**config.mk**
```make
export PLATFORM = sky130hd
export DESIGN_NAME = quantization_unit_flat
export DESIGN_NICKNAME = d
export VERILOG_FILES = /design/src/rtl/quantization_unit_if.sv /design/src/rtl/quantization_unit.sv /design/src/flat_wrapper.sv
export SDC_FILE = /design/constraint.sdc
export NUM_CORES = 1
export LEC_CHECK = 0
export CORE_ASPECT_RATIO = 1.5
export CORE_MARGIN = 5
export CORE_UTILIZATION = 59
export CTS_BUF_LIST = sky130_fd_sc_hd__clkbuf_8
export DETAILED_ROUTE_END_ITERATION = 10
export GPL_TIMING_DRIVEN = 0
export HOLD_SLACK_MARGIN = 0.1
export PLACE_DENSITY = 0.8
export SLEW_MARGIN = 20
export SYNTH_ARGS = -nofsm -noshare
export SYNTH_HDL_FRONTEND = slang
export SYNTH_SLANG_ARGS = --single-unit
```
**constraint.sdc**
```tcl
create_clock -name clk -period 6.6 [get_ports clk]
set_input_delay 0.99 -clock clk [delete_from_list [all_inputs] [get_ports clk]]
set_output_delay 0.99 -clock clk [all_outputs]
set_load 0.01 [all_outputs]
```
**src/rtl/quantization_unit_if.sv**
```systemverilog
// Stream bus for quantization_unit: input sample handshake and output result handshake.
interface quantization_unit_if #(
    parameter int unsigned DATA_WIDTH = 16,
    parameter int unsigned OUT_WIDTH  = 8
);
    logic signed [DATA_WIDTH-1:0] data_in;
    logic                         valid_in;
    logic                         ready_in;
    logic signed [OUT_WIDTH-1:0]  data_out;
    logic                         valid_out;
    logic                         ready_out;

    modport slave (
        input  data_in, valid_in, ready_out,
        output ready_in, data_out, valid_out
    );

    modport master (
        output data_in, valid_in, ready_out,
        input  ready_in, data_out, valid_out
    );
endinterface

```
**src/rtl/quantization_unit.sv**
```systemverilog
// 3-stage requantizer: q = sat(round((x * scale) >>> shift) + zero_point).
// Optional saturation event counter enabled by defining QUANT_SAT_CNT_EN.
module quantization_unit #(
    parameter int unsigned DATA_WIDTH  = 16,
    parameter int unsigned OUT_WIDTH   = 8,
    parameter int unsigned SCALE_WIDTH = 16,
    parameter int unsigned SHIFT_WIDTH = 5
) (
    input  logic                        clk,
    input  logic                        rst,
`ifdef QUANT_SAT_CNT_EN
    output logic [15:0]                 sat_count,
    input  logic                        sat_clear,
`endif
    input  logic [SCALE_WIDTH-1:0]      scale,
    input  logic [SHIFT_WIDTH-1:0]      shift,
    input  logic signed [OUT_WIDTH-1:0] zero_point,
    quantization_unit_if.slave          bus
);

    localparam int unsigned PROD_W = DATA_WIDTH + SCALE_WIDTH + 1;
    // One spare bit so the rounding bias can never overflow the product.
    localparam int unsigned SUM_W  = PROD_W + 1;
    localparam int unsigned ZP_W   = SUM_W + 1;

    localparam logic signed [ZP_W-1:0] OUT_MAX = ZP_W'(2 ** (OUT_WIDTH - 1) - 1);
    localparam logic signed [ZP_W-1:0] OUT_MIN = -OUT_MAX - ZP_W'(1);

    logic                          advance_c;
    logic signed [SUM_W-1:0]       bias_c;
    logic signed [ZP_W-1:0]        sum_c;
    logic                          sat_hi_c;
    logic                          sat_lo_c;

    logic                          s1_valid_q, s1_valid_d;
    logic signed [PROD_W-1:0]      s1_prod_q,  s1_prod_d;
    logic [SHIFT_WIDTH-1:0]        s1_shift_q, s1_shift_d;
    logic signed [OUT_WIDTH-1:0]   s1_zp_q,    s1_zp_d;

    logic                          s2_valid_q, s2_valid_d;
    logic signed [SUM_W-1:0]       s2_round_q, s2_round_d;
    logic signed [OUT_WIDTH-1:0]   s2_zp_q,    s2_zp_d;

    logic                          valid_out_q, valid_out_d;
    logic signed [OUT_WIDTH-1:0]   data_out_q,  data_out_d;

    assign advance_c     = !valid_out_q || bus.ready_out;
    assign bus.ready_in  = advance_c;
    assign bus.valid_out = valid_out_q;
    assign bus.data_out  = data_out_q;

    // Next-state for all three stages; everything holds unless the pipe advances.
    always_comb begin
        bias_c      = '0;
        s1_valid_d  = s1_valid_q;
        s1_prod_d   = s1_prod_q;
        s1_shift_d  = s1_shift_q;
        s1_zp_d     = s1_zp_q;
        s2_valid_d  = s2_valid_q;
        s2_round_d  = s2_round_q;
        s2_zp_d     = s2_zp_q;
        valid_out_d = valid_out_q;
        data_out_d  = data_out_q;

        if (s1_shift_q != '0) begin
            bias_c = SUM_W'(1) <<< (s1_shift_q - SHIFT_WIDTH'(1));
        end
        sum_c    = ZP_W'(s2_round_q) + ZP_W'(s2_zp_q);
        sat_hi_c = sum_c > OUT_MAX;
        sat_lo_c = sum_c < OUT_MIN;

        if (advance_c) begin
            s1_valid_d  = bus.valid_in;
            s1_prod_d   = PROD_W'(bus.data_in) * PROD_W'($signed({1'b0, scale}));
            s1_shift_d  = shift;
            s1_zp_d     = zero_point;

            s2_valid_d  = s1_valid_q;
            s2_round_d  = (SUM_W'(s1_prod_q) + bias_c) >>> s1_shift_q;
            s2_zp_d     = s1_zp_q;

            valid_out_d = s2_valid_q;
            if (sat_hi_c) begin
                data_out_d = OUT_WIDTH'(OUT_MAX);
            end else if (sat_lo_c) begin
                data_out_d = OUT_WIDTH'(OUT_MIN);
            end else begin
                data_out_d = OUT_WIDTH'(sum_c);
            end
        end
    end

    always_ff @(posedge clk) begin
        if (rst) begin
            s1_valid_q  <= 1'b0;
            s1_prod_q   <= '0;
            s1_shift_q  <= '0;
            s1_zp_q     <= '0;
            s2_valid_q  <= 1'b0;
            s2_round_q  <= '0;
            s2_zp_q     <= '0;
            valid_out_q <= 1'b0;
            data_out_q  <= '0;
        end else begin
            s1_valid_q  <= s1_valid_d;
            s1_prod_q   <= s1_prod_d;
            s1_shift_q  <= s1_shift_d;
            s1_zp_q     <= s1_zp_d;
            s2_valid_q  <= s2_valid_d;
            s2_round_q  <= s2_round_d;
            s2_zp_q     <= s2_zp_d;
            valid_out_q <= valid_out_d;
            data_out_q  <= data_out_d;
        end
    end

`ifdef QUANT_SAT_CNT_EN
    logic [15:0] sat_cnt_q, sat_cnt_d;

    // Counts clamped beats loaded into the output stage; clear wins, no wrap.
    always_comb begin
        sat_cnt_d = sat_cnt_q;
        if (sat_clear) begin
            sat_cnt_d = '0;
        end else if (advance_c && s2_valid_q && (sat_hi_c || sat_lo_c)
                     && (sat_cnt_q != 16'hFFFF)) begin
            sat_cnt_d = sat_cnt_q + 16'd1;
        end
    end

    always_ff @(posedge clk) begin
        if (rst) begin
            sat_cnt_q <= '0;
        end else begin
            sat_cnt_q <= sat_cnt_d;
        end
    end

    assign sat_count = sat_cnt_q;
`endif

endmodule

```
**src/flat_wrapper.sv**
```systemverilog
// flat-port wrapper written by rule: the top's interface ports become plain ports
module quantization_unit_flat 
#(
    parameter int unsigned DATA_WIDTH  = 16,
    parameter int unsigned OUT_WIDTH   = 8,
    parameter int unsigned SCALE_WIDTH = 16,
    parameter int unsigned SHIFT_WIDTH = 5
)
  (clk, rst, scale, shift, zero_point, bus_data_in, bus_valid_in, bus_ready_out, bus_ready_in, bus_data_out, bus_valid_out);
  quantization_unit_if #(.DATA_WIDTH(DATA_WIDTH), .OUT_WIDTH(OUT_WIDTH)) bus_i ();
  input  logic clk;
  input  logic rst;
  input  logic [SCALE_WIDTH-1:0] scale;
  input  logic [SHIFT_WIDTH-1:0] shift;
  input  logic signed [OUT_WIDTH-1:0] zero_point;
  input wire logic [$bits(bus_i.data_in)-1:0] bus_data_in;
  input wire logic [$bits(bus_i.valid_in)-1:0] bus_valid_in;
  input wire logic [$bits(bus_i.ready_out)-1:0] bus_ready_out;
  output wire logic [$bits(bus_i.ready_in)-1:0] bus_ready_in;
  output wire logic [$bits(bus_i.data_out)-1:0] bus_data_out;
  output wire logic [$bits(bus_i.valid_out)-1:0] bus_valid_out;
  assign bus_i.data_in = bus_data_in;
  assign bus_i.valid_in = bus_valid_in;
  assign bus_i.ready_out = bus_ready_out;
  assign bus_ready_in = bus_i.ready_in;
  assign bus_data_out = bus_i.data_out;
  assign bus_valid_out = bus_i.valid_out;
  quantization_unit #(.DATA_WIDTH(DATA_WIDTH), .OUT_WIDTH(OUT_WIDTH), .SCALE_WIDTH(SCALE_WIDTH), .SHIFT_WIDTH(SHIFT_WIDTH)) u_core (.clk(clk), .rst(rst), .scale(scale), .shift(shift), .zero_point(zero_point), .bus(bus_i));
endmodule
```
==> results of run 1 <==
-- repair_timing --
item | in CTS | in global routing
hold endpoints to repair | 0 | 0
pin swaps | 21 | 34
buffers inserted | 34 | 9
gates resized for setup | 270 | 78
endpoints found under the setup margin | 20 | 13
-- per-stage QoR --
step | TNS, ns | util (%) | cells | setup WS [ns]
global route | -0.3369 | 67.03 | 2850 | -0.1083
CTS | -0.04634 | 66.14 | 2841 | -0.04634
finish | 0 | 67.04 | 2851 | 0.02558
global placement | -22.96 | 63.10 | 2791 | -1.734
detailed placement | -24.71 | 63.10 | 2791 | -1.797
floorplan | 0 | - | 2328 | 0.002943
-- worst paths after layout --
path | start | endpoint | depth (start not counted)
min | u_core.s2_round_q[27] | u_core.s2_round_q[27] | 2
max | scale[10] | u_core.s1_prod_q[31] | 21
min reg2reg | u_core.s2_round_q[27] | u_core.s2_round_q[27] | 2
max reg2reg | u_core.s1_shift_q[2] | u_core.s2_round_q[18] | 19
-- worst max-delay path, stage by stage --
cell and delay (ns):
buf_6 0.12, clkbuf_16 0.17, buf_4 0.15, and2_1 0.15
fa_1 0.55, inv_1 0.05, fa_1 0.48, inv_1 0.06
fa_1 0.50, fa_1 0.52, fa_1 0.51, ha_1 0.38
ha_1 0.40, o21ai_0 0.34, o21bai_1 0.13, a221o_1 0.38
a31oi_2 0.20, o21ai_2 0.09, o41ai_2 0.24, xor2_1 0.35
o21ai_1 0.10
-- state kept, by name, summed over array words and instances (netlist names) --
register and cells:
u_core.s1_zp_q 8, u_core.s1_prod_q 33, u_core.s1_shift_q 5, u_core.s1_valid_q 1, u_core.s2_zp_q 8, u_core.s2_valid_q 1
u_core.bus.valid_out 1, u_core.s2_round_q 34, u_core.bus.data_out 8
-- metal layers --
| layer | GRT usage (%) | vias up | routed length, µm |
|---|---|---|---|
| li1 | - | 8070 | - |
| met1 | 38.27 | 8539 | 21900 |
| met2 | 68.44 | 746 | 33010 |
| met3 | 4.716 | 291 | 3486 |
| met4 | 24.00 | 0 | 5326 |
| met5 | 0 | - | 0 |
-- power groups by stage --
stage	sequential (W)	clock, W	combinational [W]
after detailed placement	0.000920	0	0.00770
after global routing	0.000918	0.000465	0.00975
after CTS	0.000906	0.000440	0.00831
after global placement	0.000917	0	0.00752
after floorplan	0.000838	0	0.00573
final	0.000914	0.000441	0.00886
-- cells by family after synthesis --
| logic type | Yosys count | share of synthesized area [%] |
|---|---|---|
| AND/OR/NAND/NOR | 819 | 20.74 |
| AO/OA/AOI/OAI | 484 | 17.25 |
| buffers and inverters | 390 | 8.133 |
| adder cells (fa/ha/maj) | 386 | 34.45 |
| flip-flops | 99 | 10.84 |
| XOR/XNOR | 84 | 4.104 |
| multiplexers | 66 | 4.487 |
-- final cells by class --
| class | instances | area (µm²) | share of cell area (%) |
|---|---|---|---|
| antenna | 1 | 2.502 | 0.01210 |
| buffer | 116 | 935.9 | 4.527 |
| clock buffer | 9 | 123.9 | 0.5991 |
| clock inverter | 7 | 91.34 | 0.4418 |
| inverter | 274 | 1028 | 4.975 |
| multi-input combinational | 1839 | 15110 | 73.10 |
| sequential | 99 | 1983 | 9.592 |
| tap | 405 | 506.7 | 2.451 |
| timing repair buffer | 101 | 889.6 | 4.303 |
-- placed cells by master (no fill, tap or decap), types with 19 or more instances in the layout --
| cell type | count |
|---|---|
| clkdlybuf4s50_1 | 27 |
| fa_1 | 189 |
| a211oi_1 | 35 |
| dfxtp_1 | 98 |
| nand2_1 | 356 |
| clkbuf_1 | 60 |
| nand3_1 | 28 |
| xor2_1 | 32 |
| buf_4 | 48 |
| xnor2_1 | 50 |
| and2_1 | 126 |
| ha_1 | 179 |
| mux2i_1 | 46 |
| nor2_1 | 152 |
| a21oi_1 | 163 |
| nor3_1 | 38 |
| inv_1 | 259 |
| o21ai_0 | 57 |
| a21o_1 | 33 |
| o21bai_1 | 19 |
==> run_results.csv, run 1 <==
group,metric,value,unit
power,p_int,0.004771,W
drt,dr.first_iter.drc_count,1404,
sta,tightest_slew,0.9121,ns
drt,post_drt_wl_per_cell,22.35,µm
worst_setup_path,worstSetupStartpointType,"input pin",
power,ir_drop,542.0,µV
cts,cts_buffers,9,
cts,cts_sinks,99,
hold_path,hp-class,"flip-flop to flip-flop",
power,net-switching-power,0.005441,W
synthesis,synth_flop_cell,"dfxtp_1",
global_routing,overflow,0,
cts,cts.htree.levels,3,
synthesis,synth_edf_count,0,
synthesis,syn_area,18290,µm²
synthesis,ys_ff_latch,99,
global_routing,grt_pass1_wl,100400,µm
sta,setup_viol,0,
synthesis,synth_common_cells,"nand2_1 (361), inv_1 (271), fa_1 (196), ha_1 (190), a21oi_1 (169)",
power,pwr-share-clk,4.3,%
sta,fin_hold_ws,0.4524,ns
synthesis,synth_async_sr_flop_share,0,%
finish,syn_to_final_growth,13.03,%
cts,clk_pin_slew_worst_paths,0.11,ns
power,p_leak,9.842,nW
placed_design,dpl_cell_area,19460,µm²
worst_setup_path,regToRegSetupSlack,0.39,ns
synthesis,yosys.area.top_type_share,21.45,%
cts,root_buffer,"clkbuf_8",
synthesis,seq_area_frac_synth,10.84,%
sta,post-route-period-util,99.61,%
sta,finalCriticalPeriod,6.574,ns
power,cellPowerDensity,493.9,nW/µm²
power,p_seq_share,8.9,%
cts,clk_path_buf_depth,2,
sta,hold_violations,0,
worst_setup_path,crit_path_end_kind,"flip-flop",
die,fp-row-count,79,
finish,drive_gt1_share,9.857,%
sta,slew_violations,0,
finish,layout.nets,2875,
global_routing,grt_max_degree,29,
die,die_h,225.6,µm
worst_setup_path,cp_max_fo,7,
sta,timing.fmax,152.1,MHz
sta,relSlewSlack,38.39,%
drt,drc,0,
drt,vias,17650,
synthesis,ys_types,81,
drt,antenna_violating_nets_post_route,0,
cts,tritoncts,"built",
die,die-area,34700,µm²
synthesis,syn_area_per_cell,7.857,µm²
sta,rsz0062_at_grt,"yes",
synthesis,syn_nets,2763,
die,core_area,30840,µm²
die,initial_utilization,59.31,%
synthesis,syn_inst,2328,
worst_setup_path,crit_arrival,6.87,ns
global_routing,track_usage,36.67,%
global_routing,grt_pass1_vias,18550,
synthesis,synth.most_common_cell,"nand2_1",
die,fp.dieW,153.8,µm
cts,postCtsHoldBufs,0,
worst_setup_path,required,6.89,ns
synthesis,synth_top_area_cell,"fa_1",
flow_run,cap_violations,0,
power,comb_power_share,86.7,%
drt,routed_via_density,6.189,
worst_setup_path,critPathKind,"input pin to flip-flop",
status,status,"completed",
placed_design,place_congestion,1.025,
sta,fin_skew,0.02018,ns
finish,fillers,2660,
die,io_pins,59,
finish,finalInstanceArea,20670,µm²
placed_design,io_buffers,58,
power,power,0.01021,W
drt,routed_wl,63730,µm
placed_design,hpwlAfterDp,52000,µm
drt,drtPass1Iterations,6,
global_routing,antenna_found_initial,0,
synthesis,yosysWarnings,0,
synthesis,synth_area_leaders,"fa_1 (21%), ha_1 (13%), dfxtp_1 (11%)",
cts,clk_latency,0.41,ns
power,swShare,53.28,%
Power figures use the tool's default switching activity.
==> inputs of run 2 (changes only) <==
--- a/config.mk
+++ b/config.mk
@@ -6,9 +6,10 @@
 export NUM_CORES = 1
 export LEC_CHECK = 0
 export CORE_ASPECT_RATIO = 1.5
-export CORE_MARGIN = 5
+export CORE_MARGIN = 3
 export CORE_UTILIZATION = 59
 export CTS_BUF_LIST = sky130_fd_sc_hd__clkbuf_8
+export CTS_CLUSTER_DIAMETER = 30
 export DETAILED_ROUTE_END_ITERATION = 10
 export GPL_TIMING_DRIVEN = 0
 export HOLD_SLACK_MARGIN = 0.1
==> run_results.csv, run 2 (synthesis results as in run 1) <==
group,metric,value,unit
worst_setup_path,worstReg2RegStart,"u_core.s1_shift_q[0]",
worst_setup_path,slowest_delay,0.63,ns
power,p_leak,9.844,nW
worst_setup_path,crit_arrival,6.97,ns
die,fp.dieW,149.8,µm
finish,regMostFlops,"u_core.s2_round_q",
worst_setup_path,critPathKind,"input pin to flip-flop",
worst_setup_path,reg2regPathDepth,17,
placed_design,io_buffers,58,
finish,largest_register_ffs,34,
finish,largestRegisters,"u_core.s2_round_q: 34 flops, u_core.s1_prod_q: 33 flops",
sta,post-route-period-util,100.6,%
sta,worst_slack,-0.03935,ns
global_routing,grt_max_degree,29,
flow_run,cap_violations,0,
global_routing,antenna_found_initial,3,
global_routing,grt_pass1_vias,18490,
finish,mostFrequentLayoutCell,"nand2_1",
hold_path,hp-start,"u_core.s2_round_q[20]",
finish,fillers,2556,
die,core_area,30450,µm²
cts,cts.htree.levels,3,
drt,met3WireLength,3909,µm
die,die-area,33190,µm²
sta,relSlewSlack,19.34,%
worst_setup_path,worstSetupStartpointType,"input pin",
hold_path,whs_endpoint,"u_core.s2_round_q[20]",
cts,clk_pin_slew_worst_paths,0.11,ns
worst_setup_path,crit_buf_inv,7,
finish,syn_to_final_growth,13.15,%
hold_path,hp-class,"flip-flop to flip-flop",
drt,routed_via_density,6.209,
finish,drive_gt1_share,10.15,%
finish,layout_common_cells,"nand2_1 (357), inv_1 (262), fa_1 (188), ha_1 (179), a21oi_1 (164)",
sta,tightest_slew,1.197,ns
cts,clk_path_buf_depth,2,
placed_design,hpwlAfterDp,51630,µm
drt,vias,17720,
drt,dr.first_iter.drc_count,993,
status,status,"finished with violations",
cts,clk_latency,0.44,ns
die,initial_utilization,60.07,%
worst_setup_path,crit_path_frequent_cell,"fa_1",
status,violations,"negative setup slack",
worst_setup_path,cp_top_family,"adder cells",
power,ir_drop,419.0,µV
die,fp-row-count,78,
drt,wl_met2,33160,µm
sta,fin_hold_ws,0.4514,ns
worst_setup_path,crit_path_end_kind,"flip-flop",
finish,layout.nets,2882,
sta,timing.fmax,150.6,MHz
cts,cts_buffers,9,
worst_setup_path,required,6.93,ns
global_routing,grt_pass1_wl,99040,µm
sta,slew_violations,0,
global_routing,overflow,0,
drt,drtPass1Iterations,5,
drt,antenna_violating_nets_post_route,0,
worst_setup_path,r2r-end,"u_core.s2_round_q[22]",
cts,cts_sinks,99,
placed_design,place_congestion,1.055,
cts,tritoncts,"built",
die,die_h,221.6,µm
die,io_pins,59,
hold_path,whs_path_depth,2,
sta,finalCriticalPeriod,6.639,ns
finish,utilization,67.97,%
worst_setup_path,crit_slowest_cell,"fa_1",
sta,setup_viol,1,
global_routing,track_usage,38.96,%
sta,fin_skew,0.01258,ns
worst_setup_path,cp_max_fo,8,
drt,wl_met1,20200,µm
drt,drc,0,
worst_setup_path,regToRegSetupSlack,0.20,ns
drt,top_layer_used,"met5",
power,cellPowerDensity,490.9,nW/µm²
sta,hold_violations,0,
drt,routed_wl,65480,µm
cts,root_buffer,"clkbuf_8",
drt,post_drt_wl_per_cell,22.94,µm
[run 2: worst max-delay path by stage]
| stage | start | end | slack [ns] | depth (start not counted) |
|---|---|---|---|---|
| after floorplan | bus_data_in[6] | u_core.s1_prod_q[31] | 0.003 | 23 |
| after global placement | scale[13] | u_core.s1_prod_q[31] | -1.62 | 23 |
| after detailed placement | scale[13] | u_core.s1_prod_q[31] | -1.70 | 23 |
| after CTS | bus_data_in[6] | u_core.s1_prod_q[31] | -0.03 | 25 |
| after global routing | bus_data_in[3] | u_core.s1_prod_q[31] | -0.18 | 26 |
| final | bus_data_in[3] | u_core.s1_prod_q[31] | -0.04 | 26 |
[run 2: metal layers]
metal / vias to the layer above / global-route usage, %
met5: - / 0
met4: 2 / 35.89
met3: 415 / 7.485
met2: 840 / 70.16
met1: 8384 / 35.88
li1: 8080 / -
[run 2: area by class of cell]
class,instances,area [µm²],share of cell area [%]
Antenna cell,2,5.005,0.02418
Buffer,113,775.7,3.748
Clock buffer,9,123.9,0.5985
Clock inverter,7,93.84,0.4534
Inverter,274,1028,4.969
Multi-Input combinational cell,1839,15120,73.07
Sequential cell,99,1983,9.582
Tap cell,400,500.5,2.418
Timing Repair Buffer,111,1062,5.132
[run 2: worst min-delay path: cells and delay by family, from the launching register on]
kind / cells / cell delay [ns]
flops: 1 / 0.33
simple gates: 2 / 0.09
[run 2: repair_timing]
item / 4_1_cts / 5_1_grt
cloned: 0 / 3
setup buffers: 17 / 33
pin swaps: 11 / 58
hold buffers: 0 / 0
gates resized for setup: 232 / 149
endpoints found under the setup margin: 19 / 29
[run 2: metrics by stage]
step / setup slack (ns) / total power, W / instances / cell area (µm²) / setup TNS, ns
finish: -0.03935 / 0.01016 / 2854 / 20700 / -0.03935
global route: -0.1818 / 0.01109 / 2853 / 20690 / -0.9835
CTS: -0.02928 / 0.009031 / 2819 / 20040 / -0.02928
detailed placement: -1.704 / 0.008162 / 2786 / 19460 / -22.69
global placement: -1.622 / 0.007933 / 2786 / 19450 / -21.09
floorplan: 0.002943 / 0.006570 / 2328 / 18370 / 0
[run 2: report_power, final]
group,internal (W),switching (W),leakage [nW],total (W)
Clock,0.000154,0.000284,0.107,0.000438
Sequential,0.000767,0.0000837,0.822,0.000850
Combinational,0.00400,0.00487,8.91,0.00887
